<file path="config.mk">
export PLATFORM = sky130hd
export DESIGN_NAME = pc_ctrl
export DESIGN_NICKNAME = d
export VERILOG_FILES = /design/src/rtl/pc_ctrl_pkg.sv /design/src/rtl/pc_flush_cnt.sv /design/src/rtl/pc_ctrl.sv
export SDC_FILE = /design/constraint.sdc
export NUM_CORES = 1
export LEC_CHECK = 0
export ABC_CLOCK_PERIOD_IN_PS = 2350
export BUFFER_PORTS_ARGS = -buffer_cell sky130_fd_sc_hd__buf_2
export CAP_MARGIN = 20
export CORE_ASPECT_RATIO = 0.6
export CORE_UTILIZATION = 38
export CTS_CLUSTER_SIZE = 8
export DETAILED_ROUTE_END_ITERATION = 8
export GPL_TIMING_DRIVEN = 0
export PLACE_DENSITY_LB_ADDON = 0.05
export SYNTH_ARGS = -nofsm -noshare
export SYNTH_HDL_FRONTEND = slang
export SYNTH_SLANG_ARGS = --single-unit
</file>
<file path="constraint.sdc">
create_clock -name CLK -period 2.35 [get_ports CLK]
set_input_delay 0.1175 -clock CLK [delete_from_list [all_inputs] [get_ports CLK]]
set_output_delay 0.1175 -clock CLK [all_outputs]
set_load 0.01 [all_outputs]
</file>
<file path="src/rtl/pc_ctrl_pkg.sv">
// Shared types and constants for the PC redirect scheduler.
package pc_ctrl_pkg;

  localparam int unsigned AW = 32;
  localparam logic [AW-1:0] TRAPVEC_DEF = 32'h0000_0010;

  typedef enum logic [1:0] {
    ST_RUN   = 2'd0,
    ST_FLUSH = 2'd1,
    ST_DHALT = 2'd2
  } state_e;

endpackage

</file>
<file path="src/rtl/pc_flush_cnt.sv">
// Loadable down-counter that times the pipeline-flush window.
// Counts only while enabled (pipeline not stalled); last_c flags the final flush cycle.
module pc_flush_cnt #(
  parameter int unsigned FLUSH_CYCLES = 2
) (
  input  logic CLK,
  input  logic XRESN,
  input  logic load,
  input  logic en,
  output logic last_c
);

  localparam int unsigned CW = $clog2(FLUSH_CYCLES + 1);

  logic [CW-1:0] cnt_q;

  // Reload on entry to flush, otherwise count down and hold at zero.
  always_ff @(posedge CLK or negedge XRESN) begin
    if (!XRESN) begin
      cnt_q <= CW'(FLUSH_CYCLES);
    end else if (load) begin
      cnt_q <= CW'(FLUSH_CYCLES);
    end else if (en && (cnt_q != '0)) begin
      cnt_q <= cnt_q - CW'(1);
    end
  end

  assign last_c = (cnt_q == CW'(1));

endmodule

</file>
<file path="src/rtl/pc_ctrl.sv">
// Redirect scheduler for the PC register block: arbitrates branch, interrupt,
// MRET and debug redirects onto HLT/JREQ/JVAL and times the flush window.
// Optional debug halt support is enabled by defining PC_CTRL_DEBUG_EN.
module pc_ctrl
  import pc_ctrl_pkg::*;
#(
  parameter int unsigned   FLUSH_CYCLES = 2,
  parameter logic [AW-1:0] TRAPVEC      = TRAPVEC_DEF
) (
  input  logic          CLK,
  input  logic          XRESN,
  input  logic          BHLT,
  input  logic          BRQ,
  input  logic [AW-1:0] BVAL,
  input  logic          IRQ,
  input  logic          MIE,
  input  logic          MRET,
  input  logic [AW-1:0] NXPCI,
  input  logic          DHLT,
  input  logic          DJREQ,
  input  logic [AW-1:0] DJVAL,
  output logic          HLT,
  output logic          JREQ,
  output logic [AW-1:0] JVAL,
  output logic          FLUSH,
  output logic [AW-1:0] EPC,
  output logic          IACK,
  output logic          IACT,
  output logic          DHALTED
);

  state_e        state_q, state_d;
  logic          cnt_last_c;
  logic          cnt_load;
  logic          take_irq;
  logic          take_mret;
  logic          dbg_hlt;
  logic [AW-1:0] epc_q;
  logic          iact_q;
  logic          iack_q;

`ifdef PC_CTRL_DEBUG_EN
  assign dbg_hlt = DHLT;
`else
  logic unused_dbg;
  assign dbg_hlt    = 1'b0;
  assign unused_dbg = ^{DHLT, DJREQ, DJVAL};
`endif

  // Flush-window timer; frozen while the bus stalls the pipeline.
  pc_flush_cnt #(
    .FLUSH_CYCLES (FLUSH_CYCLES)
  ) u_flush_cnt (
    .CLK    (CLK),
    .XRESN  (XRESN),
    .load   (cnt_load),
    .en     (!BHLT),
    .last_c (cnt_last_c)
  );

  assign cnt_load = (state_d == ST_FLUSH) && (state_q != ST_FLUSH);

  // State register.
  always_ff @(posedge CLK or negedge XRESN) begin
    if (!XRESN) begin
      state_q <= ST_FLUSH;
    end else begin
      state_q <= state_d;
    end
  end

  // Interrupt context: return address, in-handler flag, acknowledge pulse.
  always_ff @(posedge CLK or negedge XRESN) begin
    if (!XRESN) begin
      epc_q  <= '0;
      iact_q <= 1'b0;
      iack_q <= 1'b0;
    end else begin
      iack_q <= take_irq;
      if (take_irq) begin
        epc_q  <= BRQ ? BVAL : NXPCI;
        iact_q <= 1'b1;
      end else if (take_mret) begin
        iact_q <= 1'b0;
      end
    end
  end

  // Next-state and redirect arbitration; JREQ is only raised with HLT low.
  always_comb begin
    state_d   = state_q;
    HLT       = BHLT;
    JREQ      = 1'b0;
    JVAL      = '0;
    FLUSH     = 1'b0;
    DHALTED   = 1'b0;
    take_irq  = 1'b0;
    take_mret = 1'b0;
    case (state_q)
      ST_RUN: begin
        if (!BHLT) begin
          if (dbg_hlt) begin
            state_d = ST_DHALT;
          end else if (IRQ && MIE && !iact_q) begin
            JREQ     = 1'b1;
            JVAL     = TRAPVEC;
            take_irq = 1'b1;
            state_d  = ST_FLUSH;
          end else if (MRET) begin
            JREQ      = 1'b1;
            JVAL      = epc_q;
            take_mret = 1'b1;
            state_d   = ST_FLUSH;
          end else if (BRQ) begin
            JREQ    = 1'b1;
            JVAL    = BVAL;
            state_d = ST_FLUSH;
          end
        end
      end
      ST_FLUSH: begin
        FLUSH = 1'b1;
        if (!BHLT && cnt_last_c) begin
          state_d = ST_RUN;
        end
      end
`ifdef PC_CTRL_DEBUG_EN
      ST_DHALT: begin
        DHALTED = 1'b1;
        HLT     = 1'b1;
        if (DJREQ) begin
          HLT  = 1'b0;
          JREQ = 1'b1;
          JVAL = DJVAL;
        end else if (!DHLT) begin
          state_d = ST_FLUSH;
        end
      end
`endif
      default: begin
        state_d = ST_FLUSH;
      end
    endcase
  end

  assign EPC  = epc_q;
  assign IACT = iact_q;
  assign IACK = iack_q;

endmodule

</file>
---- Word-level counts from Yosys, hierarchy flattened ----
Index checks and enable logic that the tools add are counted.
storage, ports and cells
  register bits after elaboration ......... 38
  bits in latches ......................... 0
  RAM bits ................................ 0
  bits in read-only memories .............. 0
  input bits .............................. 105
  output and inout port bits .............. 70
  logic and storage cells ................. 50
  memories kept ........................... 0
cells by class
  $add $sub $neg .......................... 1
  multiply operators ...................... 0
  divide/modulo/power cells ............... 0
  magnitude comparators ................... 0
  equal/unequal tests ..................... 4
  shift operators ......................... 0
  mux-type cells .......................... 29
  bitwise operators ....................... 0
  reductions and logical operators ........ 11
operator list
  kind                   count
  $mux W32               6
  $mux W1                15
  $mux W2                7
  $eq A2 B1 Y1 const B   3
  $reduce_bool A2 Y1     3
  $logic_and A1 B1 Y1    5
  $pmux W2 S2            1
  $logic_not A1 Y1       2
  $logic_not A2 Y1       1
  $ne A2 B1 Y1 const B   1
  $sub A2 B1 Y2 const B  1

---- Logic depth before layout (Yosys ltp) ----
Gate-level depths: netlist of run 1.
  word-level depth ........................ 8
  mapped depth ............................ 5
  gate-level depth less buffers ........... 5

---- Modules after synthesis ----
From an unflattened synthesis of run 1, not the netlist that was laid out.
second synthesis, totals
  cell total of the unflattened synthesis .. 248
  area, all modules ....................... 2650.0 um^2
by module, submodules not included
  module        instances  cells an instance  area each (um^2)  seq. area each (um^2)
  pc_ctrl       1          235                2512.4            902.1
  pc_flush_cnt  1          13                 137.6             51.3

---- Worst setup path after synthesis of run 1 ----
Ideal clock, no wire load.
  kind .................................... register to register
  start point ............................. reg state_q[1]
  end point ............................... reg epc_q[0] (netlist: EPC[0])
  setup time .............................. 0.125 ns
  arrival time ............................ 1.493 ns
  data required time ...................... 2.225 ns
  path slack .............................. 0.732 ns
  stages on the path, launching flop included .. 5
  path buffers ............................ 1
  period minus slack after synthesis ...... 1.618 ns
  cells stage by stage .................... dfrtp_1 or3_4 nor2_8 buf_12 mux2_4
between the ends
  longest elaborated chain between the ends .. 2
RTL lines
  item                    line           RTL
  from (decl)             pc_ctrl.sv:32  state_e state_q, state_d;
  from (signal assigned)  pc_ctrl.sv:68  state_q <= state_d;
  $logic_not A2 Y1        pc_ctrl.sv:99  case (state_q)
  $mux W1                 pc_ctrl.sv:99
  to (signal assigned)    pc_ctrl.sv:81  epc_q <= BRQ ? BVAL : NXPCI;
  to (decl)               pc_ctrl.sv:38  logic [AW-1:0] epc_q;
Every way passes these cells.
A chain may end at the register's enable or synchronous reset.

---- Worst setup path after layout of run 1 ----
  start point ............................. reg iact_q (netlist: IACT)
  end point ............................... out JVAL[30]
between the ends
  longest elaborated chain between the ends .. 5
RTL lines
  item                    line            RTL
  from (decl)             pc_ctrl.sv:39   logic iact_q;
  from (signal assigned)  pc_ctrl.sv:76   iact_q <= 1'b0;
  from (signal assigned)  pc_ctrl.sv:82   iact_q <= 1'b1;
  from (signal assigned)  pc_ctrl.sv:84   iact_q <= 1'b0;
  $logic_not A1 Y1        pc_ctrl.sv:104  end else if (IRQ && MIE && !iact_q) begin
  $logic_and A1 B1 Y1     pc_ctrl.sv:104
  $mux W32                pc_ctrl.sv:104
  $mux W32                pc_ctrl.sv:101  if (!BHLT) begin
  $mux W32                pc_ctrl.sv:99
  to (decl)               pc_ctrl.sv:24   output logic [AW-1:0] JVAL,
Every way passes these cells.

==> summary.txt, run 1 <==
Clock network
  – Cts repair resizes: 0
  – TritonCTS Buffers: 5
  – CTS root buf: clkbuf_16
  – Clk buf depth: 2
  – CTS H-tree lvls: 2
  – CTS tree: done
  – Hold buffer count at CTS: 1
  – Clock-pin slew on the worst setup and hold paths: approximately 0.06 ns
  – Post-CTS setup buffers: 0
  – Clk sinks: 38
  – Clk_lat worst skew: between 0.2 and 0.3 ns

Placement
  – HPWL after detailed placement: between 5 and 6 mm
  – Post-Place Worst Slack: 0.5174 ns
  – IO buf count: roughly 140
  – Placed Cells: 467
  – RePlAce Congestion: 0.7510

Global routing
  – Largest net degree at the start of global routing: 39
  – Initial antenna violation count: 0
  – Met1 global-route usage: 0.3022
  – First-pass GRT wire length: roughly 11 mm
  – Total gr overflow: 0
  – Met2 usage: 0.3105
  – Gr usage total: 0.2040
  – Vias in the first global route: between 2000 and 2500
  – Routing usage on met3: 0.03448
  – Busiest layer in global routing: met2

STA
  – Fin worst setup slack: 0.2079 ns
  – Final hold vios: 0
  – Worst relative slew slack: 0.4511
  – Setup Total Neg Slack: 0 ns
  – Minimum clock period: between 2 and 2.5 ns
  – Setup repair after global routing missed its margin: false
  – Period utilization: 0.9115
  – Final slew viol count: 0
  – Setup Skew: around 0.0042 ns
  – Fmax achieved: about 0.47 GHz
  – Final setup violation count: 0
  – Worst-Margin Slew: around 0.8 ns

Floorplan
  – Chip height: between 60 and 70 µm
  – FP Rows: 22
  – Die extent in x: about 110 µm
  – Core ar.: 6386 µm²
  – DIE AREA: around 7200 µm²
  – Initial Utilization: 0.4097
  – IO Pins: roughly 180

Synth
  – Mapped Avg Cell Area: between 10 and 15 µm²
  – Synthesized area: 2616 µm²
  – Post-synth ARST share: 1.000
  – Cells after Synth: around 240
  – Most used DFF post-synth: dfrtp_1
  – Ys Warns: 0
  – Library cells used by synthesis: 29
  – Sequential share of the synthesized area: 0.3644
  – Number of synthesized flops with an enable pin: 0
  – Post-synthesis register bit count: 38

Worst setup path
  – CP arrival: a little over 2 ns
  – Critical path class: reg -> out
  – Critical path capture point type: output port
  – Crit Path Max Fanout: 10
  – Worst setup SP type: register
  – Worst EP required: approximately 2.2 ns

Routing
  – Initial DRT Pass Iterations: 4
  – Avg Vias per Cell: 5.013
  – Via count: 2386
  – Final WL: 7.226 mm
  – WL/cell: between 15 and 20 µm
  – Post-route DRC: 0
  – Post-route ant nets: 0
  – Drt first-iter violations: 173

Cells and area
  – Antenna diode count: 0
  – Fin util: 0.5623
  – Final nets: between 400 and 500
  – Fill cells: 580
  – Most frequent cells in the layout: buf_2 (139), mux2_2 (37), dfrtp_1 (36)
  – Most common cell after layout, fill and taps aside: buf_2
  – Non-filler cells, final: between 400 and 500
  – P&R area growth vs syn: 37.25%
  – Share of cells above drive strength 1: 0.5689

Power and ir drop
  – Tot Pwr: 1.871 mW
  – Power density cells: roughly 520 nW/µm²
  – Max IR drop VDD: between 0.3 and 0.4 mV
  – Leakage: around 1.8 nW

Flow run
  – Reported max-cap violation count: 0

Min path
  – Hold Path Class: in -> reg

Outcome
  – Status: finished, final reports clean
## sequential cells by signal, indices dropped and copies added (netlist names)
register,flops
EPC,32
state_q,2
u_flush_cnt.cnt_q,2
IACK,1
IACT,1
## Yosys cell counts, types with 2 or more instances
cell,count,area share
nor2_1,2,0.0029
nor3_1,2,0.0038
a21oi_1,32,0.061
nand3b_1,33,0.095
buf_12,3,0.023
nand2_1,34,0.049
inv_1,2,0.0029
mux2_2,37,0.16
buf_4,2,0.0057
dfstp_2,2,0.020
mux2_4,27,0.15
buf_1,4,0.0057
clkbuf_1,12,0.017
ha_1,2,0.0096
dfrtp_1,36,0.34
## final cells by class
cell class | count | area [µm²] | area share
buffer | 22 | 140.1 | 0.03902
clock buffer | 5 | 125.1 | 0.03484
clock inverter | 3 | 40.04 | 0.01115
inverter | 2 | 7.507 | 0.002091
multi-input combinational | 183 | 1519 | 0.4230
sequential | 38 | 953.4 | 0.2655
tap | 84 | 105.1 | 0.02927
timing repair buffer | 139 | 700.7 | 0.1951
## layer usage
layer,wire length [µm],vias up,part of all wire
met5,0,-,0
met3,494,4,0.068
met2,3044,101,0.42
li1,-,1152,-
met4,36,0,0.0050
met1,3650,1129,0.51
## where the power goes
part,switching [mW],total [mW],internal (mW)
clock,0.251,0.748,0.496
combinational,0.172,0.375,0.204
sequential,0.0406,0.748,0.708
## cell families (layout without fill, tap and decap cells)
family,count (synthesis),count (layout),share of synthesized area
fa+ha+maj,2,2,0.009563
mux,65,65,0.3180
buf+inv,24,171,0.05643
simple gates,77,77,0.1731
compound gates,36,36,0.07365
xor+xnor,1,1,0.003348
other cells,1,2,0.001433
flops,38,38,0.3644
## path summary, 6_finish.rpt
kind	slack [ns]	end	depth (start not counted)	startpoint
worst max-delay path	0.21	JVAL[30]	5	IACT
worst min register to register	0.52	IACT	1	IACT
min in group asynchronous	0.50	IACK	2	XRESN
worst min-delay path	0.20	EPC[31]	3	NXPCI[31]
worst max register to register	0.60	EPC[12]	4	state_q[1]
max in group asynchronous	1.33	EPC[24]	2	XRESN
## worst max-delay path: stages (launching register included)
cell,delay [ns]
dfrtp_1,0.39
nand3b_1,0.36
nand2_1,0.25
clkbuf_1,0.47
a21oi_1,0.10
buf_2,0.17
## stage by stage
| stage | area (µm²) | hold WS (ns) |
|---|---|---|
| 2_1_floorplan | 2620 | -0.1781 |
| 3_3_place_gp | 3416 | 0.2851 |
| 3_5_place_dp | 3416 | 0.2738 |
| 4_1_cts | 3591 | 0.1983 |
| 5_1_grt | 3591 | 0.2015 |
| 6_report | 3591 | 0.2017 |
No activity file was read; power rests on OpenSTA's default activity.
==> run 2, diff against run 1 <==
BUFFER_PORTS_ARGS = -buffer_cell sky130_fd_sc_hd__buf_4   (was -buffer_cell sky130_fd_sc_hd__buf_2)
==> run 2 against run 1 <==
  * Hold slack worse by 0.0043 ns
  * Die area did not move
  * Sequential share of layout area decreased by 2.2 points
  * Sequential power is 0.5% higher
  * Clock power decreased by 11%
  * Via count increased by 1.5%
  * Routed wire length grew 8.3%
  * Combinational power is 16% higher
  * Critical path depth unchanged
  * Setup slack got worse by 0.054 ns
  * Total power shrank 0.85%
  * Critical path type unchanged
  * Critical endpoint is now JVAL[21]
==> summary.txt, run 2 (synthesis gave the netlist of run 1 again) <==
Worst setup path
  – Max stage delay cell, worst path: clkbuf_1
  – Critical path capture point type: output port
  – CP peak stage delay: a little under 0.5 ns
  – CP Cell Sequence: nand3b_1 -> nand2_1 -> clkbuf_1 -> a21oi_1 -> buf_4
  – Critical path class: reg -> out
  – Worst setup SP type: register
  – Worst EP required: around 2.2 ns
  – CP arrival: roughly 2.1 ns
  – Crit Path Max Fanout: 10

Flow run
  – Reported max-cap violation count: 0

Routing
  – Wire length on met1: between 3 and 4 mm
  – Met2 wire len: about 3.3 mm
  – Initial DRT Pass Iterations: 4
  – Met3 WL: just over 600 µm
  – DR top layer: met4
  – Post-route ant nets: 0
  – Post-route DRC: 0
  – Drt first-iter violations: 145
  – Final WL: 7.823 mm
  – Avg Vias per Cell: just over 5
  – Via count: around 2400
  – WL/cell: between 15 and 20 µm

STA
  – Setup repair after global routing missed its margin: false
  – Worst relative slew slack: 0.5679
  – Final hold vios: 0
  – Final slew viol count: 0
  – Fmax achieved: between 0.4 and 0.5 GHz
  – Setup Skew: a little over 0.003 ns
  – Final setup violation count: 0
  – Fin worst setup slack: between 0.15 and 0.2 ns
  – Period utilization: 0.9345
  – Worst-Margin Slew: between 0.6 and 0.7 ns
  – Minimum clock period: around 2.2 ns
  – Setup Total Neg Slack: 0 ns

Clock network
  – Clk buf depth: 2
  – Hold buffer count at CTS: 1
  – TritonCTS Buffers: 5
  – Post-CTS setup buffers: 0
  – CTS H-tree lvls: 2
  – Clk_lat worst skew: ~0.28 ns
  – Clock-pin slew on the worst setup and hold paths: ~0.06 ns
  – CTS tree: done
  – CTS root buf: clkbuf_16
  – Cts repair resizes: 0
  – Clk sinks: 38

Outcome
  – Status: finished, final reports clean

Floorplan
  – Initial Utilization: 0.4097
  – FP Rows: 22
  – Die extent in x: 109.1 µm
  – IO Pins: 175
  – Core ar.: roughly 6400 µm²
  – DIE AREA: just over 7000 µm²
  – Chip height: 66.27 µm

Global routing
  – Total gr overflow: 0
  – Largest net degree at the start of global routing: 39
  – Vias in the first global route: between 2000 and 2500
  – First-pass GRT wire length: ~12 mm
  – Initial antenna violation count: 0
  – Gr usage total: 0.2199

Placement
  – HPWL after detailed placement: 5.740 mm
  – IO buf count: about 140
  – RePlAce Congestion: about 0.78
  – Post-Place Worst Slack: between 0.4 and 0.5 ns

Min path
  – Hold Path Class: in -> reg

Power and ir drop
  – Psw: 0.4655 mW
  – Seq pwr share: 0.405
  – Int Pwr: approximately 1.4 mW
  – Combinational share of power: 0.235
  – Switching share of total power: 0.2509
  – Clock network power share: 0.360
  – Max IR drop VDD: 0.2547 mV
  – Power density cells: 473.5 nW/µm²
  – Leakage: between 1.5 and 2 nW

Cells and area
  – Final nets: 498
  – P&R area growth vs syn: 49.74%
  – Share of cells above drive strength 1: 0.5638
  – Most common cell after layout, fill and taps aside: buf_4
  – Max reg flops: 32
  – Antenna diode count: 0
  – Most frequent cells in the layout: buf_4 (140), mux2_2 (37), dfrtp_1 (36)
-- run 2: power groups by stage --
stage / sequential [mW] / clock, mW / combinational [mW]
6_report: 0.752 / 0.668 / 0.436
5_1_grt: 0.757 / 0.710 / 0.471
4_1_cts: 0.750 / 0.687 / 0.437
3_5_place_dp: 0.761 / 0 / 0.434
3_3_place_gp: 0.760 / 0 / 0.426
2_1_floorplan: 0.772 / 0 / 0.196
-- run 2: final cells by class --
cell class	instances	area [µm²]
Buffer	22	140.1
Clock buffer	8	146.4
Fill cell	553	2469
Inverter	2	7.507
Multi-Input combinational cell	183	1519
Sequential cell	38	953.4
Tap cell	84	105.1
Timing Repair Buffer	139	1046
-- run 2: final timing paths --
path | start | endpoint | slack (ns) | depth (start not counted)
max | IACT | JVAL[21] | 0.15 | 5
max in group asynchronous | XRESN | state_q[0] | 1.64 | 2
max reg2reg | state_q[1] | EPC[14] | 0.57 | 4
min in group asynchronous | XRESN | IACK | 0.35 | 2
min | NXPCI[26] | EPC[26] | 0.20 | 3
min reg2reg | IACT | IACT | 0.53 | 1
-- run 2: routing by layer --
layer,global-route usage,vias to the layer above
li1,-,1156
met1,0.3143,1143
met2,0.3381,117
met3,0.04236,5
met4,0.05405,0
met5,0,-
-- run 2: metrics by stage --
step / total power, mW / hold WS, ns / cells / area [µm²] / util
floorplan: 0.9687 / -0.1781 / 245 / 2620 / -
global placement: 1.186 / 0.1265 / 467 / 3761 / 0.5890
detailed placement: 1.194 / 0.1217 / 467 / 3761 / 0.5890
CTS: 1.875 / 0.1903 / 476 / 3918 / 0.6134
global route: 1.938 / 0.1977 / 476 / 3918 / 0.6134
finish: 1.855 / 0.1973 / 476 / 3918 / 0.6134
-- run 2: critical path: cells and delay by family, from the launching register on --
| family | cells | cell delay [ns] |
|---|---|---|
| compound gates | 1 | 0.11 |
| simple gates | 2 | 0.63 |
| buf+inv | 2 | 0.67 |
| flops | 1 | 0.39 |
